### config.mk
export PLATFORM = sky130hd
export DESIGN_NAME = fifo_wr_ctrl
export DESIGN_NICKNAME = d
export VERILOG_FILES = /design/src/rtl/fifo_wr_pkg.sv /design/src/rtl/fifo_wr_pattern_gen.sv /design/src/rtl/fifo_wr_ctrl.sv
export SDC_FILE = /design/constraint.sdc
export NUM_CORES = 1
export LEC_CHECK = 0
export ABC_CLOCK_PERIOD_IN_PS = 7200
export CORE_MARGIN = 1
export CORE_UTILIZATION = 45
export DETAILED_ROUTE_END_ITERATION = 8
export PLACE_DENSITY_LB_ADDON = 0.1
export SLEW_MARGIN = 20
export SYNTH_ARGS = -nofsm -noshare
export SYNTH_HDL_FRONTEND = slang
export SYNTH_SLANG_ARGS = --single-unit
### constraint.sdc
create_clock -name clk -period 7.2 [get_ports clk]
set_input_delay 1.44 -clock clk [delete_from_list [all_inputs] [get_ports clk]]
set_output_delay 1.44 -clock clk [all_outputs]
set_load 0.02 [all_outputs]
### src/rtl/fifo_wr_pkg.sv
// Shared types and constants for the FIFO write-side controller.
// Build option: FIFO_WR_PRBS_EN selects the PRBS data pattern.
package fifo_wr_pkg;

  typedef enum logic [1:0] {
    IDLE   = 2'd0,
    SETTLE = 2'd1,
    FILL   = 2'd2,
    DONE   = 2'd3
  } wr_state_e;

  // Taps for x^8+x^6+x^5+x^4+1, bit n-1 holds the x^n term
  localparam logic [7:0] PRBS8_TAPS = 8'hB8;
  localparam logic [7:0] PRBS_SEED  = 8'h01;
  localparam logic [7:0] CNT_SEED   = 8'h00;

  function automatic logic prbs8_fb(input logic [7:0] s);
    return ^(s & PRBS8_TAPS);
  endfunction

endpackage

### src/rtl/fifo_wr_pattern_gen.sv
// Write-data pattern source; advances one step per accepted write.
// FIFO_WR_PRBS_EN defined: 8-bit Fibonacci LFSR (DATA_W=8), else wrapping counter.
module fifo_wr_pattern_gen
  import fifo_wr_pkg::*;
#(
  parameter int unsigned DATA_W = 8
) (
  input  logic              clk,
  input  logic              rst_n,
  input  logic              adv,
  output logic [DATA_W-1:0] data
);

  logic [DATA_W-1:0] data_q;
  logic [DATA_W-1:0] data_d;

`ifdef FIFO_WR_PRBS_EN
  localparam logic [DATA_W-1:0] SEED = DATA_W'(PRBS_SEED);

  always_comb begin
    data_d = {data_q[DATA_W-2:0], prbs8_fb(data_q[7:0])};
  end
`else
  localparam logic [DATA_W-1:0] SEED = DATA_W'(CNT_SEED);

  always_comb begin
    data_d = data_q + {{(DATA_W-1){1'b0}}, 1'b1};
  end
`endif

  // Not cleared between bursts: the sequence carries on across bursts
  always_ff @(posedge clk) begin
    if (!rst_n) begin
      data_q <= SEED;
    end else if (adv) begin
      data_q <= data_d;
    end
  end

  assign data = data_q;

endmodule

### src/rtl/fifo_wr_ctrl.sv
// FIFO write-side controller: wait for empty, settle, then burst-write a pattern.
// Build option: FIFO_WR_PRBS_EN (PRBS pattern instead of incrementing counter).
module fifo_wr_ctrl
  import fifo_wr_pkg::*;
#(
  parameter int unsigned DATA_W     = 8,
  parameter int unsigned SETTLE_CYC = 10,
  parameter int unsigned BURST_MAX  = 256
) (
  input  logic              clk,
  input  logic              rst_n,
  input  logic              en,
  input  logic              wr_empty,
  input  logic              wr_full,
  output logic              wr_req,
  output logic [DATA_W-1:0] wr_data,
  output logic              busy,
  output logic              burst_done,
  output logic [15:0]       burst_cnt
);

  localparam logic [7:0]  SETTLE_LAST = 8'(SETTLE_CYC - 1);
  localparam logic [15:0] BURST_LIM   = 16'(BURST_MAX);

  wr_state_e   state_q, state_d;
  logic [7:0]  settle_q, settle_d;
  logic [15:0] word_q, word_d;
  logic [15:0] bcnt_q, bcnt_d;
  logic        req;

  // Gated by the live full flag so a late full never causes an overwrite
  assign req = (state_q == FILL) && !wr_full && (word_q < BURST_LIM) && en;

  always_comb begin
    state_d  = state_q;
    settle_d = settle_q;
    word_d   = word_q;
    bcnt_d   = bcnt_q;

    if (req) begin
      word_d = word_q + 16'd1;
    end

    case (state_q)
      IDLE: begin
        if (en && wr_empty) begin
          state_d  = SETTLE;
          settle_d = '0;
          word_d   = '0;
        end
      end
      SETTLE: begin
        if (!en) begin
          state_d = DONE;
        end else if (settle_q == SETTLE_LAST) begin
          state_d = FILL;
        end else begin
          settle_d = settle_q + 8'd1;
        end
      end
      FILL: begin
        if (!en || wr_full || (word_d == BURST_LIM)) begin
          state_d = DONE;
        end
      end
      DONE: begin
        state_d = IDLE;
      end
      default: begin
        state_d = IDLE;
      end
    endcase

    // Latched on entry so the count is valid alongside the done pulse
    if ((state_d == DONE) && (state_q != DONE)) begin
      bcnt_d = word_d;
    end
  end

  always_ff @(posedge clk) begin
    if (!rst_n) begin
      state_q  <= IDLE;
      settle_q <= '0;
      word_q   <= '0;
      bcnt_q   <= '0;
    end else begin
      state_q  <= state_d;
      settle_q <= settle_d;
      word_q   <= word_d;
      bcnt_q   <= bcnt_d;
    end
  end

  fifo_wr_pattern_gen #(
    .DATA_W (DATA_W)
  ) u_pattern (
    .clk   (clk),
    .rst_n (rst_n),
    .adv   (req),
    .data  (wr_data)
  );

  assign wr_req     = req;
  assign busy       = (state_q == SETTLE) || (state_q == FILL);
  assign burst_done = (state_q == DONE);
  assign burst_cnt  = bcnt_q;

endmodule

# Word level (Yosys, flattened, before mapping)
# Index checks and enable logic that the tools add are counted.
# totals
register_bits	50
latch_bits	0
ram_bits	0
rom_bits	0
in_bits	5
word_cells	44
n_memories	0
# op_classes
n_addsub	3
n_mul	0
div	0
order_cmp	1
eq_ne	10
shifts	0
mux	12
n_bitwise	0
n_reduce_logical	13
# op_table
operator	n
two-way mux 16 bit	3
two-way mux 8 bit	3
adder 16 x 1 -> 16 bit, second input constant	1
adder 8 x 1 -> 8 bit, second input constant	2
== test 16 x 9 -> 1 bit, second input constant	1
< comparator 16 x 9 -> 1 bit, second input constant	1
one-hot mux 8 bit (2 select lines)	1
== test 8 x 4 -> 1 bit, second input constant	1
two-way mux 2 bit	4
inequality test 2 bit, second input constant	4
one-hot mux 2 bit (4 select lines)	1
== test 2 bit, second input constant	3
logical AND 1 bit	5
AND reduction 4 bit	1
logical OR 1 bit	3
== test 2 x 1 -> 1 bit, second input constant	1
zero test 1 bit	2
zero test 2 bit	1
nonzero test 2 bit	1

# Logic depth before layout (Yosys ltp)
# Gate-level depths: netlist of the first run.
# depth
ltp_word	11
ltp_mapped	11
depth_no_buf	9

# Hierarchy
# From an unflattened synthesis of the first run, not the netlist that was laid out.
# hier_totals
cells_unflattened	253
hier_area_um2	2377.3
# by_module_without_submodules
module	n_inst	cells_per_inst	area_each_um2
fifo_wr_ctrl	1	216	2018.2
fifo_wr_pattern_gen	1	37	359.1

# Least setup slack after synthesis of the first run
# No wires, ideal clock.
# synth_path
path_type	input to output
startpoint	input port wr_full
endpoint	output port wr_req
t_arrival_ns	2.466
required_time_ns	5.760
setup_slack_ns	3.294
stages	4
n_path_buf	1
cell_sequence	nand4bb_1 > or3_1 > buf_6 > inv_2
# synth_via
elab_chain_cells	4
# synth_lines
element	line	source
from (decl)	fifo_wr_ctrl.sv:14	input logic wr_full,
zero test 1 bit	fifo_wr_ctrl.sv:32	assign req = (state_q == FILL) && !wr_full && (word_q < BURST_LIM) && en;
logical AND 1 bit (3 in series)	fifo_wr_ctrl.sv:32	
to (decl)	fifo_wr_ctrl.sv:15	output logic wr_req,
# Every way passes these cells.

# Worst setup path after layout of the first run
# layout_path
startpoint	input port en
endpoint	output port wr_req
# layout_via
elab_chain_cells	1
# layout_lines
element	line	source
from (decl)	fifo_wr_ctrl.sv:12	input logic en,
logical AND 1 bit	fifo_wr_ctrl.sv:32	
# Every way passes these cells.

==> results of run 1 <==
==> power by group through the flow <==
stage	clock, mW	sequential (mW)	combinational [mW]
global route	0.192	0.292	0.155
CTS	0.181	0.291	0.142
global placement	0	0.297	0.141
detailed placement	0	0.297	0.141
floorplan	0	0.295	0.114
finish	0.173	0.290	0.141
==> kinds of logic (layout without fill, tap and decap cells) <==
| logic type | after synthesis | in the layout |
|---|---|---|
| AND/OR/NAND/NOR | 95 | 95 |
| multiplexers | 6 | 6 |
| XOR/XNOR | 20 | 20 |
| flip-flops | 50 | 50 |
| buffers and inverters | 19 | 50 |
| adder cells (fa/ha/maj) | 9 | 9 |
| AO/OA/AOI/OAI | 36 | 36 |
==> flip-flops by register name, indices dropped and copies added (netlist names) <==
name and flops:
u_pattern.data 8, settle_q 8, state_q 2, burst_cnt 16, word_q 16
==> worst max-delay path: cells and delay by family <==
family,cells,cell delay [ns]
and+or+nand+nor,2,0.88
buffers and inverters,3,1.48
==> how the worst max path moves through the flow <==
stage	to	slack, ns	depth (start not counted)
2_1_floorplan	wr_req	3.29	4
3_3_place_gp	wr_req	1.99	5
3_5_place_dp	wr_req	1.96	5
4_1_cts	wr_req	1.95	5
5_1_grt	wr_req	1.85	5
6_report	wr_req	1.96	5
==> layout by cell type, fill, tap and decap left out, drive strengths merged, types with 3 or more instances in the layout <==
master,Yosys,final
xnor2,15,15
xor2,5,5
nand2,13,13
nor2b,3,3
a21boi,4,4
nor3b,4,4
dfxtp,50,50
clkdlybuf4s50,0,31
inv,10,13
nor4,4,4
ha,9,9
o21ai,6,6
a32o,11,11
and3,11,11
nor2,18,18
nand4,8,8
nand3,3,3
and2,13,13
clkbuf,5,5
a31o,3,3
or3,7,7
mux2,4,4
==> per-layer routing <==
metal | up-vias | global-route usage (%)
met5 | - | 0
met4 | 0 | 8.333
met3 | 5 | 4.336
met2 | 30 | 29.70
met1 | 827 | 22.82
li1 | 903 | -
==> cell type report <==
type,instances,area [um^2]
clock buffers,5,68.82
multi-input cells,166,1231
clock inverters,3,26.28
well taps,67,83.83
repair buffers,32,317.8
inverters,10,37.54
flip-flops and latches,50,1001
fillers,462,2082
==> metrics by stage <==
stage	utilization (%)	total power [mW]	setup WS (ns)	instances
floorplan	-	0.4090	3.294	235
global placement	55.10	0.4381	1.993	325
detailed placement	55.10	0.4381	1.965	325
CTS	57.06	0.6132	1.954	333
global route	57.06	0.6390	1.846	333
finish	57.06	0.6046	1.963	333
==> results.md, run 1 <==
- HPWL Detailed: 3.156 mm
- Wire per inst: 13.70 um
- Post-cts resize count: 0
- Logic pwr share: 23.3%
- CTS Root Cell: clkbuf_8
- Setup violations, final: 0
- Clock Latency Late Sink: 0.31 ns
- Maximum Capacitance Violations: 0
- Sequential area share after synthesis: a little over two fifths
- IO Port Bufs: 31
- Critical path required time: 5.76 ns
- DR WL met2: about 2.1 mm
- Flop2flop setup slack: 3.86 ns
- Core area: 4848 um^2
- Final min period: ~5.2 ns
- Vias/cell: 5.300
- Syn-to-layout area delta: 18.43%
- FF-to-FF path depth: 8
- Synth area leader: dfxtp_1
- Syn Std Cell Area: 2336 um^2
- Status: complete, no violations
- Vias in the first global route: 1665
- Compound-gate portion of the synthesized area: between 10% and 20%
- Kind of critical path: in -> out
- Min-delay worst type: reg -> reg
- Global-route usage over all layers: 18.22%
- Biggest cell delay along the critical path: 0.64 ns
- Start point of the critical path: en
- Mapped Nets: 249
- CTS buffer count: 5
- # hold bufs at CTS: 0
- Post-synthesis xor/xnor area fraction: 7.820%
- Critical Path Source Type: primary input
- Post-synth top area share: 42.85%
- Clk slew on worst S/H paths: 0.10 ns
- WHS: 0.4978 ns
- Clock share of power: 28.7%
- Wl on met1: 2.258 mm
- Part of the cycle the worst path needs: 72.74%
- FP Rows: 25
- Synth cell types: 52
- Wirelength, routed: ~4.6 mm
- TNS Setup: 0 ns
- Largest cells by area after synthesis: dfxtp_1, xnor2_1, ha_1
- Post-Synth Adder-Cell Area: 4.821%
- Internal Pwr Total: 408.8 uW
- Final ANT Viol Nets: 0
- Die area: 5483 um^2
- Syn_area_per_cell: 9.940 um^2
- Hold Crit Start: burst_cnt[7]
- Ys flop type: dfxtp_1
- Cells after Synth: 235
- Final net count: about 280
- RD Place Congestion: 0.8662
- Mux contribution to synthesized area: 2.785%
- Unrepaired setup endpoints after global routing: false
- Cell area after layout: 2766 um^2
- # diodes: 0
- CTS H-tree depth: 2
- P_sw: 195.8 uW
- DR pass1 iterations: 4
- Asr flop ratio synth: 0%
- RR Startpoint: state_q[0]
- Clk sinks: 50
- CTS tree: yes
- Worst hold path depth: 1
- Sequential share of power: a little under half
- Hold Vio Cnt, Final: 0
- Die Width: ~74 um
- Commonest cells post-synth: dfxtp_1, nor2_1, xnor2_1, and2_1, nand2_1
- Share of cells above drive strength 1: 12.03%
- Switching share of power: between 30 and 40%
- Largest family of logic cells by synthesized area: simple AND/OR/NAND/NOR gates
- Crit Reg-Reg Endpoint: burst_cnt[2]
- Leakage power: 1.083 nW
- DRC: 0
- CTS Buffer Depth: 2
- Measured slew at the worst slew-check pin: approximately 0.8 ns
- First-pass GRT wire length: between 7 and 8 mm
- Die Span Y: 74.05 um
- Synth Area in Simple Gates: 24.26%
- Initial antenna violation count: 0
- Cells along the critical path: clkdlybuf4s50_1 > nand4bb_1 > or3_1 > inv_2 > clkdlybuf4s50_1
- CP arrival: 3.80 ns
- Critical path fanouts, max: 10
- Power per cell area: 218.6 nW/um^2
- Worst Hold End: burst_cnt[7]
- CP most frequent cell: clkdlybuf4s50_1
- Grt total ovfl: 0
- Post-placement cell area: between 2000 and 3000 um^2
- Relative slew margins: 46.64%
- Worst-path cell with the longest stage delay: clkdlybuf4s50_1
- Cell with the most instances after synthesis: dfxtp_1
- DR WL met3: 169 um
- Critical Path Sink Type: output pin
- Layout Skew: 0.01141 ns
- Synth Warn #: 0
- Number of enable flip-flop cells after synthesis: 0
- Flops & latches, synth: 50
- Setup Buffers After CTS: 0
- Top Layer Used: met4
- Slew Limit Fails: 0
- Drt first-iter violations: 54
- Via Count: 1765
- Initial Util: 48.18%
- I/O Pins: 32
- Worst vdd ir: 0.0001059 V
- Largest net degree at the start of global routing: 39
- Fmax: 190.9 MHz
No activity file was read; power rests on OpenSTA's default activity.
==> run 2: changes to the inputs <==
- ABC_CLOCK_PERIOD_IN_PS: 7200 -> 5300
- clock period: 7.2 -> 5.3 ns (I/O delays scaled with it)
==> results.md, run 2 (synthesis gave the netlist of run 1 again) <==
- Die Span Y: 74.05 um
- Initial antenna violation count: 0
- CTS H-tree depth: 2
- Fmax: roughly 220 MHz
- First-pass GRT wire length: between 7 and 8 mm
- Wirelength, routed: 4.619 mm
- Vias in the first global route: 1609
- Buffers & Inverters on Critical Path: 3
- Status: complete, no violations
- Worst vdd ir: 0.0001481 V
- Global-route usage over all layers: between 10% and 20%
- Critical Path Sink Type: output pin
- Worst hold path depth: 1
- Internal Pwr Total: 645.9 uW
- Switching share of power: between 20% and 30%
- CTS Buffer Depth: 2
- Clk slew on worst S/H paths: 0.09 ns
- CTS tree: yes
- Relative slew margins: approximately 46%
- IO Port Bufs: 31
- Final net count: 279
- DR pass1 iterations: 4
- Core area: roughly 4800 um^2
- FP Rows: 25
- Final ANT Viol Nets: 0
- Via Count: 1794
- TNS Setup: 0 ns
- Critical path required time: 4.24 ns
- Wire per inst: 13.87 um
- CTS Root Cell: clkbuf_8
- Unrepaired setup endpoints after global routing: false
- Die Width: ~74 um
- Biggest cell delay along the critical path: about 0.64 ns
- Share of cells above drive strength 1: 12.03%
- Sequential share of power: between 40% and 50%
- RR Startpoint: state_q[0]
- Commonest cells after routing, fill and taps aside: dfxtp_1, clkdlybuf4s50_1, nor2_1
- WHS: about 0.49 ns
- CP most frequent cell: clkdlybuf4s50_1
- I/O Pins: 32
- Part of the cycle the worst path needs: 84.75%
- Crit Reg-Reg Endpoint: burst_cnt[1]
- Flop2flop setup slack: 1.96 ns
- P_sw: 259.9 uW
- CTS buffer count: 5
- Critical Path Source Type: primary input
- Initial Util: 48.18%
- Cells along the critical path: clkdlybuf4s50_1 > nand4bb_1 > or3_1 > inv_2 > clkdlybuf4s50_1
- Worst Hold End: burst_cnt[6]
- Kind of critical path: in -> out
- FF-to-FF path depth: 8
- Measured slew at the worst slew-check pin: about 0.81 ns
- Leakage power: 1.102 nW
- Vias/cell: 5.387
- Grt total ovfl: 0
- Syn-to-layout area delta: 20.25%
- # hold bufs at CTS: 0
- Power per cell area: 322.5 nW/um^2
- Setup violations, final: 0
- Critical path fanouts, max: 10
- Final min period: ~4.5 ns
- Clock share of power: 35.3%
- Hold Crit Start: burst_cnt[6]
- Hold Vio Cnt, Final: 0
- Post-cts resize count: 0
- Largest net degree at the start of global routing: 39
- CP arrival: 3.43 ns
- CP top delay family: buffers and inverters
- DRC: 0
- HPWL Detailed: between 3 and 4 mm
- Clock Latency Late Sink: ~0.30 ns
- Logic pwr share: 21.1%
- Drt first-iter violations: a little over 80
- Maximum Capacitance Violations: 0
- Clk sinks: 50
- RD Place Congestion: 0.9037
- Layout Skew: 0.004474 ns
- Setup Buffers After CTS: 0
- Worst-path cell with the longest stage delay: clkdlybuf4s50_1
- Most common cell after layout, fill and taps aside: dfxtp_1
- Min-delay worst type: reg -> reg
- Slew Limit Fails: 0
- # diodes: 0
- Die area: 5483 um^2
-- run 2: changes by cell type in the layout (fill, tap and decap cells not counted), sizes merged --
cell / change
inv: -3
bufinv: +2
clkinv: +1
-- run 2: worst max path at each step --
stage | start | to | slack [ns] | cells after the start
after CTS | en | wr_req | 0.82 | 5
after global routing | en | wr_req | 0.71 | 5
after detailed placement | en | wr_req | 0.82 | 5
after global placement | en | wr_req | 0.86 | 5
after floorplan | wr_full | burst_cnt[10] | 1.91 | 9
final | en | wr_req | 0.81 | 5
-- run 2: routing by layer --
metal,up-vias,GRT usage [%],routed length [um]
li1,903,-,-
met1,852,23.72,2244
met2,34,29.60,2111
met3,5,4.065,188
met4,0,7.051,74
met5,-,0,0
-- run 2: worst reg2reg max path: stages, from the launching register on --
cell       delay [ns]
dfxtp_1          0.35
inv_1            0.15
ha_1             0.23
nand4bb_1        0.28
or3_1            0.58
nor4_4           0.38
xor2_2           0.23
o41a_1           0.63
mux2_2           0.41
-- run 2: layout make-up --
cell class / instances / area (um^2)
Inverter: 10 / 37.54
Tap cell: 67 / 83.83
Clock buffer: 5 / 68.82
Fill cell: 440 / 2039
Multi-Input combinational cell: 166 / 1231
Sequential cell: 50 / 1001
Clock inverter: 3 / 68.82
Timing Repair Buffer: 32 / 317.8
-- run 2: per-stage QoR --
stage	instance area [um^2]	instances	power, mW	util [%]	setup WS (ns)
after global placement	2671	325	0.5947	55.10	0.8552
final	2809	333	0.9058	57.94	0.8081
after global routing	2809	333	0.9512	57.94	0.7105
after detailed placement	2671	325	0.5952	55.10	0.8246
after CTS	2809	333	0.9172	57.94	0.8222
after floorplan	2336	235	0.5556	-	1.913
-- run 2: power groups by stage --
stage | Clock [mW] | Sequential [mW] | Combinational [mW]
after CTS | 0.330 | 0.395 | 0.193
after global placement | 0 | 0.403 | 0.192
after floorplan | 0 | 0.401 | 0.154
after global routing | 0.345 | 0.396 | 0.211
final | 0.320 | 0.394 | 0.192
after detailed placement | 0 | 0.403 | 0.192
==> run 3: changes to the inputs <==
- ABC_CLOCK_PERIOD_IN_PS: 5300 -> 3800
- clock period: 5.3 -> 3.8 ns (I/O delays scaled with it)
==> results.md, run 3 (synthesis gave the netlist of run 1 again) <==
- Status: complete, no violations
- Power per cell area: around 400 nW/um^2
- Drt first-iter violations: 50
- Syn-to-layout area delta: 20.14%
- CTS H-tree depth: 2
- Final ANT Viol Nets: 0
- P_sw: around 370 uW
- Critical Path Sink Type: output pin
- Worst setup margin: 0.2345 ns
- Initial Util: 48.18%
- CTS tree: yes
- Kind of critical path: in -> out
- Min-delay worst type: reg -> reg
- Largest net degree at the start of global routing: 38
- Via Count: 1814
- CTS Buffer Depth: 2
- HPWL Detailed: 3.202 mm
- Measured slew at the worst slew-check pin: roughly 0.73 ns
- TNS Setup: 0 ns
- CP top delay family: buffers and inverters
- CP arrival: ~2.8 ns
- Core area: around 4800 um^2
- Vias in the first global route: 1629
- Wirelength, routed: 4.542 mm
- Layout Skew: 0.004499 ns
- Critical path required time: 3.04 ns
- Non-filler cells, final: 338
- Final Power: between 1 and 1.5 mW
- Initial antenna violation count: 0
- Grt total ovfl: 0
- Vias/cell: approximately 5.4
- Critical path fanouts, max: 8
- Logic pwr share: 23.9%
- Die area: 5483 um^2
- FP Rows: 25
- Cells along the critical path: clkdlybuf4s50_1 > nand4bb_1 > or3_1 > buf_4 > inv_2 > clkdlybuf4s50_1
- Slew Limit Fails: 0
- RD Place Congestion: just under 0.8
- Most common cell after layout, fill and taps aside: dfxtp_1
- Hold Vio Cnt, Final: 0
- Setup WS pre-CTS: between 0.07 and 0.08 ns
- # hold bufs at CTS: 0
- Commonest cells after routing, fill and taps aside: dfxtp_1, clkdlybuf4s50_1, nor2_1
- Worst-path cell with the longest stage delay: clkdlybuf4s50_1
- I/O Pins: 32
- Biggest cell delay along the critical path: 0.61 ns
- Critical Path Source Type: primary input
- Final min period: ~3.6 ns
- Die Width: around 74 um
- Setup violations, final: 0
- Maximum Capacitance Violations: 0
- Final net count: 284
- Share of cells above drive strength 1: 13.65%
- Switching share of power: about a third
- Relative slew margins: 51.09%
- Internal Pwr Total: 781.8 uW
- Clock share of power: 28.5%
- Worst vdd ir: between 0.0002 and 0.00025 V
- Inst Count DP: 330
- Part of the cycle the worst path needs: 93.83%
- IO Port Bufs: 31
- Fmax: roughly 280 MHz
- DR pass1 iterations: 4
- Unrepaired setup endpoints after global routing: false
- # diodes: 0
- CP most frequent cell: clkdlybuf4s50_1
- Global-route usage over all layers: 17.81%
- DRC: 0
- CTS Root Cell: clkbuf_8
- Clk slew on worst S/H paths: approximately 0.1 ns
- First-pass GRT wire length: 7.424 mm
- WHS: between 0.4 and 0.5 ns
- Clk sinks: 50
- Post-cts resize count: 0
- Die Span Y: 74.05 um
- CTS buffer count: 5
- Setup Buffers After CTS: 0
- Clock Latency Late Sink: 0.31 ns
- Sequential share of power: 47.7%
- Wire per inst: 13.44 um
- Leakage power: around 1.1 nW
- Buffers & Inverters on Critical Path: 4
==> run 3: changes by cell type in the layout (fill, tap and decap cells not counted) <==
cell / change
bufinv_16: -2
inv_8: +1
inv_6: +1
buf_4: +5
==> run 3: through the flow <==
stage          instance area, um^2  utilization [%]
6_report                      2806            57.88
5_1_grt                       2806            57.88
4_1_cts                       2806            57.88
3_5_place_dp                  2709            55.87
3_3_place_gp                  2709            55.87
2_1_floorplan                 2336                -
==> run 3: final cells by class <==
cell class	instances	area (um^2)
clock inverters	3	28.78
clock buffers	5	68.82
well taps	67	83.83
multi-input cells	166	1231
repair buffers	37	355.3
inverters	10	37.54
fillers	430	2042
flip-flops and latches	50	1001
==> run 3: final timing paths <==
kind / from / endpoint / slack, ns / depth (start not counted)
worst max-delay path: en / wr_req / 0.23 / 6
worst max register to register: word_q[12] / burst_cnt[5] / 0.71 / 6
worst min register to register: burst_cnt[7] / burst_cnt[7] / 0.50 / 1
worst min-delay path: burst_cnt[7] / burst_cnt[7] / 0.50 / 1
==> run 3: routing by layer <==
metal	GRT usage [%]	vias up	wire length, um
met3	3.659	7	156
met4	7.051	0	59
met2	28.59	35	2030
met5	0	-	0
li1	-	914	-
met1	23.43	858	2295
==> run 3: power groups by stage <==
stage               registers [mW]  logic, mW  clock network, mW
global route                 0.552      0.308              0.362
detailed placement           0.562      0.275                  0
floorplan                    0.560      0.215                  0
global placement             0.562      0.275                  0
CTS                          0.550      0.277              0.342
finish                       0.550      0.275              0.329
==> variant (settings of run 3) <==
`DATA_W` is set to 8 in 2 places; all go to 10. Comments in the files are not updated.
--- a/src/rtl/fifo_wr_pattern_gen.sv
+++ b/src/rtl/fifo_wr_pattern_gen.sv
@@ -4,5 +4,5 @@
   import fifo_wr_pkg::*;
 #(
-  parameter int unsigned DATA_W = 8
+  parameter int unsigned DATA_W = 10
 ) (
   input  logic              clk,
--- a/src/rtl/fifo_wr_ctrl.sv
+++ b/src/rtl/fifo_wr_ctrl.sv
@@ -4,5 +4,5 @@
   import fifo_wr_pkg::*;
 #(
-  parameter int unsigned DATA_W     = 8,
+  parameter int unsigned DATA_W     = 10,
   parameter int unsigned SETTLE_CYC = 10,
   parameter int unsigned BURST_MAX  = 256
Interface: changed (resized wr_data); port bits go from 32 to 34. No check against the original RTL was run, so the function may have changed too.
==> variant against run 3 <==
Routed wire length shrank 1.4%. Cell count grew 7.4%. Final area grew 4.0%. Global-route usage shrank 0.24 points. Via count grew 2.1%. Synthesized area grew 3.9%. Setup slack gained 0.25 ns. Utilization shrank 1.1 points. Sequential cell count grew 2. Critical path type unchanged. Highest routed layer unchanged.
Power is not compared: it rests on default switching activity, and its combinational part moved more than twofold at a synthesized area within 25%.
==> variant: results (changes against run 3) <==
[grt]
grt_antenna_before_repair = 0  ; unchanged
grtUsageTotal = 0.176  ; -0.00240
use_met1 = 0.231  ; -0.00373
grtUsageMet3 = 0.0397  ; +0.00310
grt_max_degree = 33  ; -13%
grt_pass1_vias = 1724  ; +5.8%
grt.met2_usage = 0.284  ; -0.00213
grt_pass1_wl_microns = 7580  ; +2.1%

[layout]
finalNetCount = 306  ; +7.7%
n_antenna_cell = 0  ; unchanged
drive_gt1_frac = 0.0819  ; -0.0546
nFillCells = 508  ; +18%

[place]
portBuffers = 33  ; +6.5%
place_congestion = 0.904  ; +14%
dpl.hpwl_microns = 3190  ; -0.45%

[worst_setup_path]
cpMaxStageDelayCell = clkdlybuf4s50_1
crit_start = en
slowest_delay_ns = 0.66  ; +0.05 ns
cp.arrival_ns = 2.56  ; -0.25 ns
r2r_start = state_q[0]$_SDFF_PN0_
critPathMaxFanout = 6  ; -2

[hold_path]
min_path_type = flop to flop
hp-start = word_q[14]$_SDFF_PN0_

[clock_network]
cts_setup_buffers = 0  ; unchanged
path_clk_slew_ns = 0.09
clock_latency_ns = 0.30
root_buffer = clkbuf_8
numCtsBuffers = 5  ; unchanged
cts_buffer_depth = 2  ; unchanged
htree_levels = 2  ; unchanged
post_cts_resized = 0  ; unchanged

[yosys]
yosysUniqueCellTypes = 47  ; -9.6%
synthTopCellsByArea = dfxtp_1, and2_1, nand2_1, xor2_1, ha_1
ys_top_cells_by_count = dfxtp_1, nand2_1, nor2_1
synthesis.nets = 273  ; +9.6%
yosys_warnings = 0  ; unchanged
yosysSeqAreaShare = 0.429  ; about the same
ys_async_sr_fraction = 0  ; unchanged

[power]
ir_drop_mv = 0.225
power_leakage_nw = 1.16
p_int_uw = 746

[routing]
dr.pass1.iters = 4  ; unchanged
first_iter_violations = 65  ; +30%
vias = 1852  ; +2.1%
wl_per_cell_microns = 12.3  ; -8.2%

[timing]
finClkSkew_ns = 0.00304  ; -0.00146 ns
tightestPinTransition_ns = 0.724  ; -0.0100 ns

[outcome]
status = finished clean

==> variant: final timing paths <==
kind	end	slack [ns]	depth (start not counted)
max	wr_req	0.48	4
min	word_q[14]$_SDFF_PN0_	0.46	2
max reg2reg	burst_cnt[13]$_SDFFE_PN0P_	1.07	9
min reg2reg	word_q[14]$_SDFF_PN0_	0.46	2
==> variant: worst max-delay path, delay by kind of cell <==
kind	cells	cell delay (ns)
buf+inv	2	1.22
simple gates	2	0.58
==> variant: cell families (layout without fill, tap and decap cells) <==
| logic type | count (synthesis) | after routing | synth area share |
|---|---|---|---|
| flip-flops | 52 | 52 | 0.429 |
| XOR/XNOR | 22 | 22 | 0.0794 |
| AND/OR/NAND/NOR | 119 | 119 | 0.274 |
| adder cells (fa/ha/maj) | 9 | 9 | 0.0464 |
| multiplexers | 16 | 16 | 0.0691 |
| AO/OA/AOI/OAI | 20 | 20 | 0.0660 |
| buffers and inverters | 21 | 55 | 0.0361 |
==> variant: per-stage QoR <==
stage,power (mW),worst slack [ns],hold slack (ns),instances,area (sq um)
after floorplan,0.653,1.27,0.429,259,2430
after global placement,0.685,0.453,0.445,355,2820
after detailed placement,0.684,0.437,0.449,355,2820
after CTS,1.02,0.478,0.466,363,2920
after global routing,1.05,0.413,0.494,363,2920
final,1.00,0.482,0.462,363,2920
==> variant: metal layers <==
| layer | vias up | routed length (microns) |
|---|---|---|
| met3 | 5 | 186 |
| met4 | 0 | 52 |
| met5 | - | 0 |
| met2 | 41 | 1990 |
| li1 | 941 | - |
| met1 | 865 | 2250 |
==> variant: cell type report <==
class	instances	area, sq um	area share
clock buffers	6	82.6	0.0283
clock inverters	2	15.0	0.00514
inverters	11	41.3	0.0141
multi-input cells	186	1300	0.445
flip-flops and latches	52	1040	0.357
well taps	70	87.6	0.0300
repair buffers	36	353	0.121
==> variant: power by group through the flow <==
stage / Combinational (mW) / Clock (mW) / Sequential (mW)
2_1_floorplan: 0.0860 / 0 / 0.567
3_3_place_gp: 0.117 / 0 / 0.568
3_5_place_dp: 0.116 / 0 / 0.568
4_1_cts: 0.117 / 0.342 / 0.556
5_1_grt: 0.130 / 0.361 / 0.557
6_report: 0.117 / 0.328 / 0.556
